[src/rtl/push_it.sv]
// Serialises trigger and cycle events into 7-byte records for a byte sink.
// Each event type has a one-deep holding register; trigger records go first.
module push_it (
  input  logic        clk,
  input  logic        rst_n,
  input  logic        trigready,
  input  logic        cycleready,
  input  logic [17:0] trignum,
  input  logic [17:0] cyclenum,
  input  logic [35:0] timenum,
  input  logic        busy,
  output logic [7:0]  data,
  output logic        write
);

  typedef enum logic {IDLE, SEND} state_t;

  state_t      state_reg, state_next;
  logic [2:0]  idx_reg, idx_next;
  logic        last_reg, last_next;
  logic [55:0] rec_reg, rec_next;
  logic [7:0]  data_reg, data_next;
  logic        write_reg, write_next;
  logic [53:0] trig_hold_reg, trig_hold_next;
  logic [53:0] cyc_hold_reg, cyc_hold_next;
  logic        trig_pend_reg, trig_pend_next;
  logic        cyc_pend_reg, cyc_pend_next;
  logic        load_trig, load_cyc;

  // Byte view of the current record, MSB first; slot 7 is never selected.
  logic [7:0]  rec_byte [0:7];

  generate
    for (genvar gi = 0; gi < 8; gi++) begin : g_bytes
      if (gi < 7) begin : g_real
        assign rec_byte[gi] = rec_reg[55 - 8*gi -: 8];
      end else begin : g_pad
        assign rec_byte[gi] = 8'h00;
      end
    end
  endgenerate

  always_comb begin
    state_next = state_reg;
    idx_next   = idx_reg;
    last_next  = last_reg;
    rec_next   = rec_reg;
    data_next  = data_reg;
    write_next = 1'b0;
    load_trig  = 1'b0;
    load_cyc   = 1'b0;

    case (state_reg)
      IDLE: begin
        if (trig_pend_reg) begin
          load_trig  = 1'b1;
          rec_next   = {2'b01, trig_hold_reg};
          idx_next   = 3'd0;
          last_next  = 1'b0;
          state_next = SEND;
        end else if (cyc_pend_reg) begin
          load_cyc   = 1'b1;
          rec_next   = {2'b10, cyc_hold_reg};
          idx_next   = 3'd0;
          last_next  = 1'b0;
          state_next = SEND;
        end
      end
      SEND: begin
        // The cycle after b6 is spent returning to IDLE, guaranteeing a gap.
        if (last_reg) begin
          state_next = IDLE;
          idx_next   = 3'd0;
          last_next  = 1'b0;
        end else if (!busy) begin
          data_next  = rec_byte[idx_reg];
          write_next = 1'b1;
          if (idx_reg == 3'd6) begin
            last_next = 1'b1;
          end else begin
            idx_next = idx_reg + 3'd1;
          end
        end
      end
      default: state_next = IDLE;
    endcase
  end

  // A holding register accepts a new event when empty or being emptied now.
  always_comb begin
    trig_hold_next = trig_hold_reg;
    trig_pend_next = trig_pend_reg & ~load_trig;
    cyc_hold_next  = cyc_hold_reg;
    cyc_pend_next  = cyc_pend_reg & ~load_cyc;
    if (trigready && (!trig_pend_reg || load_trig)) begin
      trig_hold_next = {trignum, timenum};
      trig_pend_next = 1'b1;
    end
    if (cycleready && (!cyc_pend_reg || load_cyc)) begin
      cyc_hold_next = {cyclenum, timenum};
      cyc_pend_next = 1'b1;
    end
  end

  always_ff @(posedge clk or negedge rst_n) begin
    if (!rst_n) begin
      state_reg     <= IDLE;
      idx_reg       <= 3'd0;
      last_reg      <= 1'b0;
      rec_reg       <= 56'd0;
      data_reg      <= 8'h00;
      write_reg     <= 1'b0;
      trig_hold_reg <= 54'd0;
      cyc_hold_reg  <= 54'd0;
      trig_pend_reg <= 1'b0;
      cyc_pend_reg  <= 1'b0;
    end else begin
      state_reg     <= state_next;
      idx_reg       <= idx_next;
      last_reg      <= last_next;
      rec_reg       <= rec_next;
      data_reg      <= data_next;
      write_reg     <= write_next;
      trig_hold_reg <= trig_hold_next;
      cyc_hold_reg  <= cyc_hold_next;
      trig_pend_reg <= trig_pend_next;
      cyc_pend_reg  <= cyc_pend_next;
    end
  end

  assign data  = data_reg;
  assign write = write_reg;

endmodule

[config.mk]
export PLATFORM = sky130hd
export DESIGN_NAME = push_it
export DESIGN_NICKNAME = d
export VERILOG_FILES = /design/src/rtl/push_it.sv
export SDC_FILE = /design/constraint.sdc
export NUM_CORES = 1
export LEC_CHECK = 0
export ABC_AREA = 1
export ABC_CLOCK_PERIOD_IN_PS = 1490
export CAP_MARGIN = 20
export CORE_MARGIN = 2
export CORE_UTILIZATION = 40
export DETAILED_ROUTE_END_ITERATION = 8
export PLACE_DENSITY = 0.61
export SYNTH_ARGS = -nofsm -noshare
export SYNTH_HDL_FRONTEND = slang
export SYNTH_SLANG_ARGS = --single-unit
[constraint.sdc]
create_clock -name clk -period 1.49 [get_ports clk]
set_clock_uncertainty 0.15 [all_clocks]
set_input_delay 0.298 -clock clk [delete_from_list [all_inputs] [get_ports clk]]
set_output_delay 0.298 -clock clk [all_outputs]
set_load 0.05 [all_outputs]
==> results of run 1 <==
==> layout make-up <==
class	count	area share (%)
clock buffers	18	4.34
clock inverters	14	1.50
inverters	59	2.31
multi-input cells	565	28.9
flip-flops and latches	180	44.6
well taps	265	3.28
repair buffers	124	15.1
==> final timing paths <==
kind                                               from                           end  slack [ns]
max                                 data[7]$_DFFE_PN0P_                       data[7]      -0.005
min                                               rst_n  cyc_hold_reg[48]$_DFFE_PN0P_        0.16
max reg2reg                         state_reg$_DFF_PN0_  cyc_hold_reg[40]$_DFFE_PN0P_        0.01
min reg2reg                cyc_hold_reg[22]$_DFFE_PN0P_  cyc_hold_reg[22]$_DFFE_PN0P_        0.32
max in group asynchronous                         rst_n  cyc_hold_reg[30]$_DFFE_PN0P_        0.45
min in group clk                             cycleready  cyc_hold_reg[47]$_DFFE_PN0P_        0.21
==> per-layer routing <==
| metal | up-vias | part of all wire, % | track usage, % |
|---|---|---|---|
| li1 | 2936 | - | - |
| met1 | 2919 | 48 | 26.3 |
| met2 | 91 | 48 | 31.7 |
| met3 | 12 | 3.7 | 4.14 |
| met4 | 0 | 1.1 | 4.39 |
| met5 | - | 0 | 0 |
==> cell families (layout without fill, tap and decap cells) <==
kind of cell               count (synthesis)  after routing  share of synthesized area (%)
and+or+nand+nor                          464            464                           24.2
DFF                                      180            180                           57.1
muxes                                     54             54                           7.70
buffers and inverters                    106            215                           6.59
AOI/OAI and AO/OA                         45             45                           4.17
adders and majority gates                  2              2                          0.317
==> repair_timing <==
item                                   4_1_cts  5_1_grt
setup endpoints to repair                   10      121
endpoints found under the hold margin      180        0
gates cloned                                 0        4
setup buffers                                1        1
pin swaps                                    0        4
hold buffers                                 1        0
resized for setup                            3       22
==> layout by cell type (no fill, tap or decap), types with 16 or more instances in the layout <==
master,count
clkdlybuf4s50_1,74
buf_4,16
mux2_2,29
nand2_1,318
o211ai_1,38
clkbuf_16,21
buf_12,27
dfrtp_1,174
mux2_1,25
nand3_1,110
inv_1,54
nor2_1,19
==> power by group through the flow <==
stage / sequential (mW) / combinational [mW] / clock, mW
3_5_place_dp: 8.18 / 7.09 / 0
4_1_cts: 8.12 / 7.16 / 4.62
5_1_grt: 8.37 / 8.15 / 4.85
2_1_floorplan: 8.12 / 4.51 / 0
3_3_place_gp: 8.15 / 6.95 / 0
6_report: 8.16 / 7.29 / 4.53
==> summary.md, run 1 <==
| Metric | Value |
|---|---|
| Top-count cell post-synth | nand2_1 |
| Pin count of the biggest net entering global routing | between 50 and 60 |
| EDFF count, synth | 0 |
| Asr flop ratio synth | 100% |
| Placed cell count | 1,186 |
| TritonCTS buffer count | 17 |
| Hold crit path type | input port to async pin |
| Max cap viols | 0 |
| Switching part of the total | between 30 and 40% |
| Fin Hold WS | around 0.16 ns |
| Switching pwr | slightly above 7 mW |
| Top Ports | between 80 and 90 |
| Core Region | about 19,000 µm² |
| Starting density of the core | between 40% and 50% |
| Cell Chain, Critical Path | buf_12 |
| CP top delay family | flip-flops |
| Worst skew pair latency | around 0.44 ns |
| Post-Route WL | 19,500 µm |
| DRC Markers | 0 |
| R2R depth | 7 |
| First-pass GRT wire length | about 30,000 µm |
| WL/cell | around 16 µm |
| Clock power share | a little under a quarter |
| Synth Flop Type | dfrtp_1 |
| Cell Int Power | around 13 mW |
| Sequential fraction of the synthesis area | a little under three fifths |
| Final min period | 1.49 ns |
| Setup crit start kind | flip-flop |
| Synth top area cells | dfrtp_1 (57%), nand2_1 (16%), nand3_1 (7.0%), mux2_2 (4.1%), o211ai_1 (3.6%) |
| Diode count | 0 |
| Pre-Repair DR Iteration Count | 4 |
| Antenna Violating Nets Remaining | 0 |
| Final non-filler cell total | between 1,000 and 1,500 |
| DRT iter0 DRCs | 325 |
| Layout cell share with drive strength beyond 1 | between 10% and 20% |
| Worst-Margin Slew | about 0.32 ns |
| Placement Rows | 51 |
| Achievable frequency | roughly 670 MHz |
| Leak | 4.79 nW |
| Max FFs per register | 56 |
| Final Hold Violating Endpoints | 0 |
| CTS HTree Levels | 4 |
| Critical Path Stages | 1 |
| Vias post-DR | 5,958 |
| CTS tree | done |
| Vias/cell | around 4.9 |
| Multi-input logic area | ~3000 µm² |
| Mapped Area | 7890 µm² |
| Max_slew headroom | 78.7% |
| Area leader, netlist | dfrtp_1 |
| Crit path max fanout | 2 |
| Filler cells | around 1,900 |
| CP peak stage delay | about 0.44 ns |
| Synth cell types | 25 |
| Die ar. | between 20,000 and 25,000 µm² |
| Synthesized flop and latch total | between 150 and 200 |
| Die extent in x | around 140 µm |
| Synthesis warning total | 0 |
| Maximum vdd drop | 0.000989 V |
| Failing checks | negative setup slack |
| Dpl cell area | a little over 9000 µm² |
| Storage cell area | about 4500 µm² |
| Post-route setup TNS | -0.0110 ns |
| Final period util | 100% |
| WS Path Type | flip-flop to output port |
| Antenna violations before repair | 0 |
| Place WS | -0.286 ns |
| Layout Cell Area excl Fill | between 10,000 and 15,000 µm² |
| Syn nets | 930 |
| Worst EP required | roughly 1.0 ns |
| Syn Area/Cell | slightly above 9 µm² |
| CP max-delay cell | dfrtp_1 |
| Net total in the final layout | ~1,000 |
| Status | complete, but fails checks |
| Overflow after GRT | 0 |
| Setup crit end kind | output port |
| Logic pwr share | 36.5% |
| Synth Instances | ~850 |
| CP bufs+invs | 1 |
| Slew Viols, Final | 0 |
| Sink Count | 180 |
| CTS Buffer Depth | 2 |
| Unrepaired setup endpoints after global routing | true |
| Top-area cell type share of the netlist area | between 50% and 60% |
| Clock slew at reported path FFs | ~0.080 ns |
| Vias in the first global route | 5,947 |
| IO Port Bufs | 85 |
| Die height | about 140 µm |
| Endpoints failing setup | 3 |
| Final core utilization | between 50% and 60% |
| Synth top cells by count | nand2_1 (328), dfrtp_1 (180), nand3_1 (110) |
| GP Congestion | just over 0.8 |
| Final Total Pwr | about 20 mW |
| CP arrival | about 1.1 ns |
| PnR worst setup slack | -0.00476 ns |
| Sequential Power Share | between 40 and 50% |
| CTS root buffer | clkbuf_16 |
| P&R area growth vs syn | 28.2% |
| GRT Util Overall | between 10% and 20% |
| Pwr dens | slightly below 2000 nW/µm² |
| DP HPWL | approximately 12,000 µm |
Note: power is estimated with default switching activity, not from simulation.
==> run 2, diff against run 1 <==
--- a/config.mk
+++ b/config.mk
@@ -7,9 +7,11 @@
 export LEC_CHECK = 0
 export ABC_AREA = 1
 export ABC_CLOCK_PERIOD_IN_PS = 1490
-export CAP_MARGIN = 20
+export CAP_MARGIN = 15
+export CORE_ASPECT_RATIO = 1.1
 export CORE_MARGIN = 2
 export CORE_UTILIZATION = 40
+export CTS_CLUSTER_SIZE = 14
 export DETAILED_ROUTE_END_ITERATION = 8
 export PLACE_DENSITY = 0.61
 export SYNTH_ARGS = -nofsm -noshare
==> run 2 against run 1 <==
The run now ends clean. Clock-buffer cell count is 1 higher. Non-clock buffer count rose by 7. Maximum frequency is 1.0% higher. Routed wire length fell by 2.6%. Final cell count shrank 0.90%. Largest power group unchanged.
==> summary.md, run 2 (synthesis gave the netlist of run 1 again) <==
| Metric | Value |
|---|---|
| Layout cell share with drive strength beyond 1 | about 14% |
| Placed cell count | 1,171 |
| Place WS | -0.308 ns |
| Net total in the final layout | 1,033 |
| CTS tree | done |
| Sink Count | 180 |
| Pwr dens | about 2000 nW/µm² |
| WL/cell | roughly 16 µm |
| CTS root buffer | clkbuf_16 |
| Antenna Violating Nets Remaining | 0 |
| CP arrival | approximately 1.0 ns |
| DP HPWL | approximately 13,000 µm |
| IO Port Bufs | 85 |
| CP max-delay cell | dfrtp_1 |
| Status | complete, no violations |
| Antenna violations before repair | 0 |
| Starting density of the core | roughly two fifths |
| Cell Chain, Critical Path | buf_12 |
| First-pass GRT wire length | 31,300 µm |
| CTS HTree Levels | 4 |
| Vias post-DR | ~6,000 |
| Die height | ~150 µm |
| Die ar. | roughly 21,000 µm² |
| Commonest cells after routing, fill and taps aside | nand2_1 (323), dfrtp_1 (178), nand3_1 (108), clkdlybuf4s50_1 (74), inv_1 (53) |
| WS Path Type | flip-flop to output port |
| Achievable frequency | 676 MHz |
| Vias in the first global route | 5,944 |
| P&R area growth vs syn | 29.1% |
| GRT Util Overall | 19.5% |
| Worst Setup SP | data[4]$_DFFE_PN0P_ |
| CP bufs+invs | 1 |
| Max_slew headroom | between 70 and 80% |
| Setup crit end kind | output port |
| Hold crit path type | input port to async pin |
| DRT iter0 DRCs | ~380 |
| Final Hold Violating Endpoints | 0 |
| Crit path max fanout | 2 |
| Final Total Pwr | roughly 20 mW |
| Worst-Margin Slew | roughly 0.37 ns |
| Dpl cell area | a little over 9000 µm² |
| Diode count | 0 |
| Placement Rows | 53 |
| Post-Route WL | 19,000 µm |
| Unrepaired setup endpoints after global routing | true |
| DRC Markers | 0 |
| Vias/cell | around 4.9 |
| Overflow after GRT | 0 |
| Max cap viols | 0 |
| Maximum vdd drop | approximately 0.0013 V |
| Core Region | approximately 19,000 µm² |
| CP top delay family | flip-flops |
| CTS Buffer Depth | 2 |
| PnR worst setup slack | roughly 0.010 ns |
| Pre-Repair DR Iteration Count | 4 |
| TritonCTS buffer count | 17 |
| Setup crit start kind | flip-flop |
| Leak | 4.84 nW |
| Clock slew at reported path FFs | ~0.070 ns |
| Worst skew pair latency | between 0.4 and 0.5 ns |
| Final min period | 1.48 ns |
| CP peak stage delay | between 0.4 and 0.5 ns |
| Max FFs per register | 56 |
| Final period util | 99.3% |
| R2R Setup Slk | roughly 0.02 ns |
| Pin count of the biggest net entering global routing | 43 |
| Commonest non-fill, non-tap cell in the layout | nand2_1 |
| Worst EP required | 1.04 ns |
| Slew Viols, Final | 0 |
| Die extent in x | around 140 µm |
| Layout Cell Area excl Fill | approximately 10,000 µm² |
| Top Ports | 86 |
| Reg2Reg Launch Point | trig_pend_reg$_DFF_PN0_ |
| Final non-filler cell total | 1,214 |
| Final core utilization | about 53% |
| Endpoints failing setup | 0 |
| GP Congestion | around 0.83 |
[run 2: final cells by class]
cell class	count	area, µm²
fill	1775	9040
clock inverter	13	218
tap	247	309
clock buffer	19	433
timing repair buffer	131	1560
inverter	59	234
sequential	180	4510
multi-input combinational	565	2930
[run 2: layer usage]
layer | vias to the layer above | share of wire, % | global-route usage [%]
li1 | 2944 | - | -
met1 | 2892 | 45 | 26.2
met2 | 120 | 49 | 32.3
met3 | 17 | 4.7 | 3.68
met4 | 0 | 1.3 | 5.66
met5 | - | 0 | 0
[run 2: path summary, 6_finish.rpt]
| path | endpoint | depth (start not counted) |
|---|---|---|
| max in group asynchronous | data[5]$_DFFE_PN0P_ | 3 |
| max reg2reg | cyc_hold_reg[21]$_DFFE_PN0P_ | 7 |
| max | data[4] | 1 |
| min reg2reg | cyc_hold_reg[11]$_DFFE_PN0P_ | 2 |
| min in group clk | cyc_pend_reg$_DFF_PN0_ | 4 |
| min | trig_hold_reg[8]$_DFFE_PN0P_ | 2 |
[run 2: report_power, final]
| part | switching (mW) | leakage [nW] | internal [mW] |
|---|---|---|---|
| Combinational | 4.01 | 2.28 | 3.46 |
| Sequential | 1.15 | 2.25 | 6.98 |
| Clock | 1.92 | 0.309 | 3.01 |
[run 2: timing repair]
item	4_1_cts	5_1_grt
endpoints found under the hold margin	179	0
hold buffers	1	0
gates resized for setup	2	23
setup buffers	1	7
pin swaps	1	2
endpoints found under the setup margin	5	122
gates cloned	0	2
[run 2: metrics by stage]
step | hold slack, ns | TNS, ns
finish | 0.199 | 0
global route | 0.192 | -0.717
CTS | 0.188 | 0
detailed placement | 0.0797 | -15.35
global placement | 0.0800 | -14.72
floorplan | -0.148 | 0
